`src/rtl/debug_inst_encoder_if.sv`:
```
// Command / instruction-injection / response bundle between the debug
// transport, the encoder and the core's fetch/decode stage.
interface debug_inst_encoder_if;
   logic        cmd_valid;
   logic        cmd_ready;
   logic [1:0]  cmd_op;
   logic [4:0]  cmd_regno;
   logic [31:0] cmd_data;
   logic [1:0]  cmd_size;
   logic        cmd_unsigned;
   logic        flush;
   logic        inst_valid;
   logic        inst_ready;
   logic [31:0] inst;
   logic [31:0] inst_pc;
   logic        resp_valid;
   logic        resp_err;

   // Transport/core side: issues commands, consumes instructions and responses.
   modport master (
      output cmd_valid, cmd_op, cmd_regno, cmd_data, cmd_size, cmd_unsigned,
      output flush, inst_ready,
      input  cmd_ready, inst_valid, inst, inst_pc, resp_valid, resp_err
   );

   // Encoder side.
   modport slave (
      input  cmd_valid, cmd_op, cmd_regno, cmd_data, cmd_size, cmd_unsigned,
      input  flush, inst_ready,
      output cmd_ready, inst_valid, inst, inst_pc, resp_valid, resp_err
   );
endinterface

```
`src/rtl/debug_inst_encoder.sv`:
```
// Debug command encoder: turns abstract register/memory debug commands into
// one or two RV32I instruction words and streams them into the core's
// instruction injection port, then pulses a completion response.
module debug_inst_encoder #(
   parameter logic [31:0] PC_BASE       = 32'h0000_0800,
   parameter int          TMP_REG       = 5,
   parameter logic [11:0] DSCRATCH_ADDR = 12'h7B2
) (
   input  logic                 clk,
   input  logic                 rst_n,
   debug_inst_encoder_if.slave  bus
);

   localparam logic [1:0] IDLE = 2'd0;
   localparam logic [1:0] EMIT = 2'd1;
   localparam logic [1:0] RESP = 2'd2;

   localparam logic [1:0] OP_READ  = 2'b00;
   localparam logic [1:0] OP_WRITE = 2'b01;
   localparam logic [1:0] OP_LOAD  = 2'b10;

   localparam logic [6:0] OPC_LUI    = 7'b0110111;
   localparam logic [6:0] OPC_IMM    = 7'b0010011;
   localparam logic [6:0] OPC_LOAD   = 7'b0000011;
   localparam logic [6:0] OPC_STORE  = 7'b0100011;
   localparam logic [6:0] OPC_SYSTEM = 7'b1110011;

   localparam logic [4:0] TMP = 5'(TMP_REG);

   logic [1:0]  state;
   logic [31:0] q [2];
   logic        two;
   logic        idx;
   logic [31:0] pc;
   logic        err_r;

   // Encoder results for the command currently presented.
   logic [11:0] lo;
   logic [31:0] hi_sum;
   logic [19:0] hi;
   logic [2:0]  f3;
   logic [4:0]  base;
   logic [31:0] mem_word;
   logic [1:0]  enc_n;
   logic        enc_err;
   logic [31:0] enc_q0;
   logic [31:0] enc_q1;

   // Build the instruction sequence for the incoming command.
   always_comb begin
      lo       = bus.cmd_data[11:0];
      hi_sum   = bus.cmd_data + 32'h0000_0800;
      hi       = hi_sum[31:12];
      f3       = (bus.cmd_op == OP_LOAD) ? {bus.cmd_unsigned, bus.cmd_size}
                                         : {1'b0, bus.cmd_size};
      // Small addresses fit the 12-bit offset alone, so x0 is the base.
      base     = (hi == 20'd0) ? 5'd0 : TMP;
      mem_word = (bus.cmd_op == OP_LOAD)
               ? {lo, base, f3, bus.cmd_regno, OPC_LOAD}
               : {lo[11:5], bus.cmd_regno, base, f3, lo[4:0], OPC_STORE};
      enc_n    = 2'd0;
      enc_err  = 1'b0;
      enc_q0   = 32'd0;
      enc_q1   = 32'd0;
      case (bus.cmd_op)
         OP_READ: begin
            enc_n  = 2'd1;
            enc_q0 = {DSCRATCH_ADDR, bus.cmd_regno, 3'b001, 5'd0, OPC_SYSTEM};
         end
         OP_WRITE: begin
            if (bus.cmd_regno != 5'd0) begin
               if (hi == 20'd0) begin
                  enc_n  = 2'd1;
                  enc_q0 = {lo, 5'd0, 3'b000, bus.cmd_regno, OPC_IMM};
               end else if (lo == 12'd0) begin
                  enc_n  = 2'd1;
                  enc_q0 = {hi, bus.cmd_regno, OPC_LUI};
               end else begin
                  enc_n  = 2'd2;
                  enc_q0 = {hi, bus.cmd_regno, OPC_LUI};
                  enc_q1 = {lo, bus.cmd_regno, 3'b000, bus.cmd_regno, OPC_IMM};
               end
            end
         end
         default: begin
            // A store from the temp register cannot survive the LUI that
            // builds the base address, so it is rejected rather than corrupted.
            if (bus.cmd_size == 2'b11 ||
                (bus.cmd_op == OP_LOAD && f3 == 3'b110) ||
                (bus.cmd_op != OP_LOAD && bus.cmd_regno == TMP && hi != 20'd0)) begin
               enc_err = 1'b1;
            end else if (hi == 20'd0) begin
               enc_n  = 2'd1;
               enc_q0 = mem_word;
            end else begin
               enc_n  = 2'd2;
               enc_q0 = {hi, TMP, OPC_LUI};
               enc_q1 = mem_word;
            end
         end
      endcase
   end

   // Command FSM: accept, stream the queued words, then respond.
   always_ff @(posedge clk or negedge rst_n) begin
      if (!rst_n) begin
         state <= IDLE;
         q[0]  <= 32'd0;
         q[1]  <= 32'd0;
         two   <= 1'b0;
         idx   <= 1'b0;
         pc    <= PC_BASE;
         err_r <= 1'b0;
      end else begin
         case (state)
            IDLE: begin
               if (bus.cmd_valid) begin
                  q[0] <= enc_q0;
                  q[1] <= enc_q1;
                  two  <= (enc_n == 2'd2);
                  idx  <= 1'b0;
                  pc   <= PC_BASE;
                  if (enc_err || enc_n == 2'd0) begin
                     state <= RESP;
                     err_r <= enc_err;
                  end else begin
                     state <= EMIT;
                  end
               end
            end
            EMIT: begin
               if (bus.inst_ready) pc <= pc + 32'd4;
               if (bus.flush) begin
                  // A word handshaken this cycle is delivered, but the
                  // command as a whole still reports an abort.
                  state <= RESP;
                  err_r <= 1'b1;
               end else if (bus.inst_ready) begin
                  if (!two || idx) begin
                     state <= RESP;
                     err_r <= 1'b0;
                  end else begin
                     idx <= 1'b1;
                  end
               end
            end
            default: begin
               state <= IDLE;
               err_r <= 1'b0;
            end
         endcase
      end
   end

   assign bus.cmd_ready  = (state == IDLE);
   assign bus.inst_valid = (state == EMIT);
   assign bus.inst       = q[idx];
   assign bus.inst_pc    = pc;
   assign bus.resp_valid = (state == RESP);
   assign bus.resp_err   = err_r;

endmodule
```
`src/flat_wrapper.sv`:
```
// flat-port wrapper written by rule: the top's interface ports become plain ports
module debug_inst_encoder_flat 
#(
   parameter logic [31:0] PC_BASE       = 32'h0000_0800,
   parameter int          TMP_REG       = 5,
   parameter logic [11:0] DSCRATCH_ADDR = 12'h7B2
)
  (clk, rst_n, bus_cmd_valid, bus_cmd_op, bus_cmd_regno, bus_cmd_data, bus_cmd_size, bus_cmd_unsigned, bus_flush, bus_inst_ready, bus_cmd_ready, bus_inst_valid, bus_inst, bus_inst_pc, bus_resp_valid, bus_resp_err);
  debug_inst_encoder_if bus_i ();
  input  logic clk;
  input  logic rst_n;
  input wire logic [$bits(bus_i.cmd_valid)-1:0] bus_cmd_valid;
  input wire logic [$bits(bus_i.cmd_op)-1:0] bus_cmd_op;
  input wire logic [$bits(bus_i.cmd_regno)-1:0] bus_cmd_regno;
  input wire logic [$bits(bus_i.cmd_data)-1:0] bus_cmd_data;
  input wire logic [$bits(bus_i.cmd_size)-1:0] bus_cmd_size;
  input wire logic [$bits(bus_i.cmd_unsigned)-1:0] bus_cmd_unsigned;
  input wire logic [$bits(bus_i.flush)-1:0] bus_flush;
  input wire logic [$bits(bus_i.inst_ready)-1:0] bus_inst_ready;
  output wire logic [$bits(bus_i.cmd_ready)-1:0] bus_cmd_ready;
  output wire logic [$bits(bus_i.inst_valid)-1:0] bus_inst_valid;
  output wire logic [$bits(bus_i.inst)-1:0] bus_inst;
  output wire logic [$bits(bus_i.inst_pc)-1:0] bus_inst_pc;
  output wire logic [$bits(bus_i.resp_valid)-1:0] bus_resp_valid;
  output wire logic [$bits(bus_i.resp_err)-1:0] bus_resp_err;
  assign bus_i.cmd_valid = bus_cmd_valid;
  assign bus_i.cmd_op = bus_cmd_op;
  assign bus_i.cmd_regno = bus_cmd_regno;
  assign bus_i.cmd_data = bus_cmd_data;
  assign bus_i.cmd_size = bus_cmd_size;
  assign bus_i.cmd_unsigned = bus_cmd_unsigned;
  assign bus_i.flush = bus_flush;
  assign bus_i.inst_ready = bus_inst_ready;
  assign bus_cmd_ready = bus_i.cmd_ready;
  assign bus_inst_valid = bus_i.inst_valid;
  assign bus_inst = bus_i.inst;
  assign bus_inst_pc = bus_i.inst_pc;
  assign bus_resp_valid = bus_i.resp_valid;
  assign bus_resp_err = bus_i.resp_err;
  debug_inst_encoder #(.PC_BASE(PC_BASE), .TMP_REG(TMP_REG), .DSCRATCH_ADDR(DSCRATCH_ADDR)) u_core (.clk(clk), .rst_n(rst_n), .bus(bus_i));
endmodule
```
`config.mk`:
```
export PLATFORM = sky130hd
export DESIGN_NAME = debug_inst_encoder_flat
export DESIGN_NICKNAME = d
export VERILOG_FILES = /design/src/rtl/debug_inst_encoder_if.sv /design/src/rtl/debug_inst_encoder.sv /design/src/flat_wrapper.sv
export SDC_FILE = /design/constraint.sdc
export NUM_CORES = 1
export LEC_CHECK = 0
export CAP_MARGIN = 20
export CELL_PAD_IN_SITES_DETAIL_PLACEMENT = 2
export CELL_PAD_IN_SITES_GLOBAL_PLACEMENT = 2
export CORE_UTILIZATION = 35
export CTS_BUF_LIST = sky130_fd_sc_hd__clkbuf_8
export CTS_CLUSTER_SIZE = 25
export DETAILED_ROUTE_END_ITERATION = 10
export GPL_TIMING_DRIVEN = 0
export PLACE_DENSITY_LB_ADDON = 0.25
export SETUP_SLACK_MARGIN = 0.02
export SYNTH_ARGS = -nofsm -noshare
export SYNTH_HDL_FRONTEND = slang
export SYNTH_SLANG_ARGS = --single-unit
```
`constraint.sdc`:
```
create_clock -name clk -period 6.3 [get_ports clk]
set_input_delay 1.575 -clock clk [delete_from_list [all_inputs] [get_ports clk]]
set_output_delay 1.575 -clock clk [all_outputs]
set_load 0.005 [all_outputs]
```
== Yosys cells after proc, flatten, opt, wreduce, memory -nomap -nowiden ==
Cells that the tools add are included.
W data, S select, Z words.
Cells by class
  order comparisons: 1
  equality and inequality tests: 16
  multiplexer cells: 45
  bitwise logic cells: 1
  reductions and logical operators: 22
  add/subtract/negate cells: 2
Operators by type and width (number)
  $mux W32: 14
  $pmux W32 S2: 3
  $add A32 B12 Y32 const B: 1
  $add A32 B3 Y32 const B: 1
  $mux W25: 1
  $logic_not A20 Y1: 1
  $mux W2: 10
  $reduce_bool A20 Y1: 1
  $logic_not A12 Y1: 1
  $mux W1: 11
  $ne A2 B2 Y1 const B: 5
  $eq A2 B2 Y1 const B: 4
  $pmux W2 S2: 2
  $logic_not A2 Y1: 3
  $mux W3: 2
  $reduce_and A3 Y1: 2
  $eq A5 B3 Y1 const B: 1
  $reduce_and A5 Y1: 1
  $reduce_bool A5 Y1: 1
  $eq A2 B1 Y1 const B: 2
  $logic_or A1 B1 Y1: 4
  $pmux W1 S2: 2
  $reduce_and A4 Y1: 1
  $eq A3 B3 Y1 const B: 1
  10 further kinds: 12
Storage, ports and cells
  output and inout port bits: 68
  bits of input ports: 47
  logic and storage cells: 94
  register bits after elaboration: 101

== Depth between registers and ports, before layout ==
  depth after elaboration: 13
  gate-level depth with buffers: 10
  mapped depth without buffers: 9

== Worst setup path after synthesis ==
Ideal clock, no wire load.
  path kind: input-to-reg
  start point: in bus_cmd_data[20]
  end point: reg u_core.q[20] in the netlist's numbering
  stages on the path: 10
  arrival: 3.773 ns
  path buffers: 2
  data required time: 6.174 ns
  path slack: 2.401 ns
  setup time: 0.126 ns
  cell sequence: buf_2 > nand4_2 > nor4_4 > mux2_2 > o21ai_0 > nand4_2 > or2_1 > and3_1 > clkbuf_2 > a221o_1
Between the ends
  cells in the longest elaborated chain, start to end: 6
  elaborated cells on any way between the ends: 10
  those cells by class: add/sub: 1; mux: 5; reduce/logical: 4
RTL lines
  start: declaration: RTL line flat_wrapper.sv:15  | input wire logic [$bits(bus_i.cmd_data)-1:0] bus_cmd_data;
  $add A32 B12 Y32 *: RTL line debug_inst_encoder.sv:52  | hi_sum = bus.cmd_data + 32'h0000_0800;
  $reduce_bool A20 Y1: RTL line debug_inst_encoder.sv:90  | (bus.cmd_op != OP_LOAD && bus.cmd_regno == TMP && hi != 20'd0)) begin
  $logic_and A1 B1 Y1: RTL line debug_inst_encoder.sv:90
  $logic_or A1 B1 Y1: RTL line debug_inst_encoder.sv:89  | (bus.cmd_op == OP_LOAD && f3 == 3'b110) ||
  $mux W32: RTL line debug_inst_encoder.sv:88  | if (bus.cmd_size == 2'b11 ||
  $pmux W32 S2 *: RTL line debug_inst_encoder.sv:65  | case (bus.cmd_op)
  end: declaration: RTL line debug_inst_encoder.sv:31  | logic [31:0] q [2];
Every way passes the cells marked *; elsewhere a longest branch is shown, timed or not.
A chain may end at the register's enable or synchronous reset.

== Worst setup path after layout ==
  start point: in bus_cmd_data[11]
  end point: reg u_core.q[15] in the netlist's numbering
Between the ends
  cells in the longest elaborated chain, start to end: 7
  elaborated cells on any way between the ends: 14
  those cells by class: add/sub: 1; mux: 8; reduce/logical: 5
RTL lines
  $add A32 B12 Y32: RTL line debug_inst_encoder.sv:52
  $logic_not A20 Y1: RTL line debug_inst_encoder.sv:57, debug_inst_encoder.sv:72, debug_inst_encoder.sv:92
  $mux W3: RTL line debug_inst_encoder.sv:57  | base = (hi == 20'd0) ? 5'd0 : TMP;
  $mux W25: RTL line debug_inst_encoder.sv:59  | ? {lo, base, f3, bus.cmd_regno, OPC_LOAD}
  $mux W32: RTL line debug_inst_encoder.sv:92  | end else if (hi == 20'd0) begin
  $mux W32: RTL line debug_inst_encoder.sv:88
  $pmux W32 S2 *: RTL line debug_inst_encoder.sv:65
Marked as above.

==> run_results.csv <==
group,metric,value,unit
detailed_routing,drtPass1Iterations,4,
yosys,synth_ff_type,"dfrtp_1",
power,pwr-share-seq,38.7,%
setup_path,rrSetupSlack,3.66,ns
setup_path,start_kind,"primary input",
floorplanning,boundaryPins,115,
global_routing,antenna_found_initial,0,
sta,fmax,205,MHz
global_routing,grt_usage,25.0,%
detailed_routing,drt-vias-per-instance,5.76,
setup_path,worst-path-max-fanout,8,
final_layout,layout_common_cells,"clkdlybuf4s50_1, dfrtp_1, nand2_1",
sta,hold_ws,0.490,ns
power,power.internal,1.49,mW
hold_path,min-delay-start,"u_core.q[1]",
final_layout,fillers,1646,
final_layout,drive_gt1_share,10.9,%
sta,rsz0062_at_grt,"no",
final_layout,final_area,6920,um2
yosys,synth_edf_count,0,
final_layout,fin_nets,749,
yosys,synth.area.top_cells,"dfrtp_1, mux2_2, nand2_1",
yosys,syn_area_per_cell,9.31,um2
yosys,synth.yosys.seq_area_share,42.9,%
outcome,outcome,"complete, no violations",
power,p_clk_share,17.7,%
setup_path,arrival,5.17,ns
final_layout,n_antenna_cell,0,
power,combPwrFrac,43.7,%
floorplanning,dieArea,16000,um2
power,leakage,2.83,nW
setup_path,cp.required,6.59,ns
power,p_sw_share,35.6,%
power,switching_power,823,uW
global_routing,grt_pass1_wl,30800,um
setup_path,timing.rr.start,"u_core.state[0]",
clocking,clk_latency,0.39,ns
final_layout,area_growth,27.5,%
placement,place_hpwl,14800,um
setup_path,crit_buf_inv,1,
setup_path,r2r-end,"u_core.bus.inst_pc[31]",
hold_path,hold_path_class,"reg2reg",
clocking,cts.clk_slew.worst_paths,0.10,ns
yosys,syn_area,5430,um2
setup_path,cp.depth,10,
sta,max-slew-margin-rel,38.0,%
sta,finalHoldViolCount,0,
setup_path,worstPathCellList,"clkdlybuf4s50_1 > ha_1 > and3_1 > nand3_1 > xnor2_1 > nor3_1 > nand4_1 > o21ai_0 > o311ai_0 > o21a_1",
floorplanning,start_util,35.8,%
setup_path,critical-path-top-delay-family,"compound AO/OA/AOI/OAI gates",
clocking,cts_sinks,93,
clocking,htreeDepth,3,
detailed_routing,wire_per_inst,21.6,um
setup_path,critPathMaxStageDelay,0.83,ns
sta,clock_skew,0.0121,ns
placement,placed_cell_area,6730,um2
setup_path,crit_path_end_kind,"flop",
clocking,clk_path_buf_depth,2,
yosys,synth_top_area_share,42.4,%
sta,setup_viol_count_final,0,
global_routing,grt.overflow.total,0,
final_layout,final_common_cell,"clkdlybuf4s50_1",
detailed_routing,drc,0,
sta,finalCriticalPeriod,4.88,ns
placement,place_congestion,0.866,
clocking,cts.repair.resized,0,
yosys,synthDistinctLibCells,59,
yosys,yosysWarnings,0,
clocking,cts_tree,"done",
run,drv_cap,0,
sta,fin_setup_tns,0,ns
power,p_per_area,334,nW/um2
floorplanning,core_area,15100,um2
yosys,async_flop_share,100,%
clocking,cts_buffers,9,
detailed_routing,drtIter0Drc,239,
sta,fin_crit_sh,77.5,%
global_routing,grt_pass1_vias,5617,
floorplanning,chipWidth,127,um
setup_path,critPathLaunch,"bus_cmd_data[11]",
setup_path,slowest_stage,"o21ai_0",
floorplanning,core.rowCount,45,
placement,place.port_buffers,103,
clocking,cts_root_buffer,"clkbuf_8",
power,power,2.31,mW
setup_path,rr_worst_depth,8,
sta,tightest_slew,0.924,ns
clocking,hold_buffers,0,
yosys,syn-instance-count,583,
setup_path,path_class,"in2reg",
floorplanning,die_h,127,um
setup_path,crit_path_end,"u_core.q[15]",
detailed_routing,drt-total-wl,19300,um
global_routing,grt_max_degree,65,
clocking,post-cts-setup-buffers,0,
detailed_routing,vias,5148,
detailed_routing,drtAntennaViolNets,0,
power,ir_worst_vdd,0.105,mV
yosys,synth-seq-cells,93,
yosys,yosysTopAreaCell,"dfrtp_1",
sta,slew_violations,0,
-- cells in the mapped netlist, drive strengths merged, types with 10 or more instances --
cell / n
dfrtp: 92
nand2: 71
nor2: 59
o21ai: 37
mux2: 31
nand3: 26
xor2: 24
clkbuf: 22
xnor2: 21
buf: 17
nand4: 15
a32oi: 14
a21oi: 11
a22o: 11
and2: 10
-- per-layer routing --
metal	up-vias	global-route usage, %	share of wire (%)
met3	35	3.71	3.6
li1	2338	-	-
met4	0	9.71	2.7
met5	-	0	0
met2	155	44.3	51
met1	2620	30.6	43
-- logic make-up (layout without fill, tap and decap cells) --
family	Yosys count	count (layout)	share of synthesized area (%)
xor+xnor	45	45	7.26
buf+inv	48	168	3.94
mux	34	34	6.99
simple gates	232	232	21.6
compound gates	128	128	16.7
fa+ha+maj	2	2	0.461
other cells	1	3	0.0691
flops	93	93	42.9
-- power by group through the flow --
| stage | Combinational [mW] | Clock [mW] | Sequential [mW] |
|---|---|---|---|
| finish | 1.01 | 0.409 | 0.894 |
| global route | 1.10 | 0.436 | 0.915 |
| CTS | 1.02 | 0.420 | 0.894 |
| detailed placement | 1.02 | 0 | 0.906 |
| global placement | 0.984 | 0 | 0.886 |
| floorplan | 0.514 | 0 | 0.861 |
-- how the worst min path moves through the flow --
stage	end	cells after the start	slack [ns]
floorplan	u_core.q[34]	1	0.44
global placement	u_core.q[34]	1	0.45
detailed placement	u_core.q[60]	2	0.47
CTS	u_core.q[60]	2	0.49
global route	u_core.q[19]	2	0.51
finish	u_core.q[1]	1	0.49
-- state kept, by name, summed over array words and instances (netlist names) --
| register | flops |
|---|---|
| u_core.bus.resp_err | 1 |
| u_core.bus.inst_pc | 30 |
| u_core.idx | 1 |
| u_core.two | 1 |
| u_core.q | 58 |
| u_core.state | 2 |
-- through the flow --
step / cells / worst slack (ns) / util, %
6_report: 893 / 1.42 / 45.7
5_1_grt: 893 / 1.20 / 45.7
4_1_cts: 893 / 1.43 / 45.7
3_5_place_dp: 877 / 0.999 / 44.4
3_3_place_gp: 876 / 0.0848 / 44.2
2_1_floorplan: 585 / 2.40 / -
-- cell type report --
class                           count  area [um2]  share of cell area (%)
Buffer                             39         180                    2.60
Multi-Input combinational cell    444        2890                    41.8
Clock inverter                      7        67.6                   0.977
Timing Repair Buffer              104        1060                    15.3
Inverter                            9        33.8                   0.488
Tap cell                          188         235                    3.40
Clock buffer                        9         124                    1.79
Sequential cell                    93        2330                    33.7
Note: power is estimated with default switching activity, not from simulation.
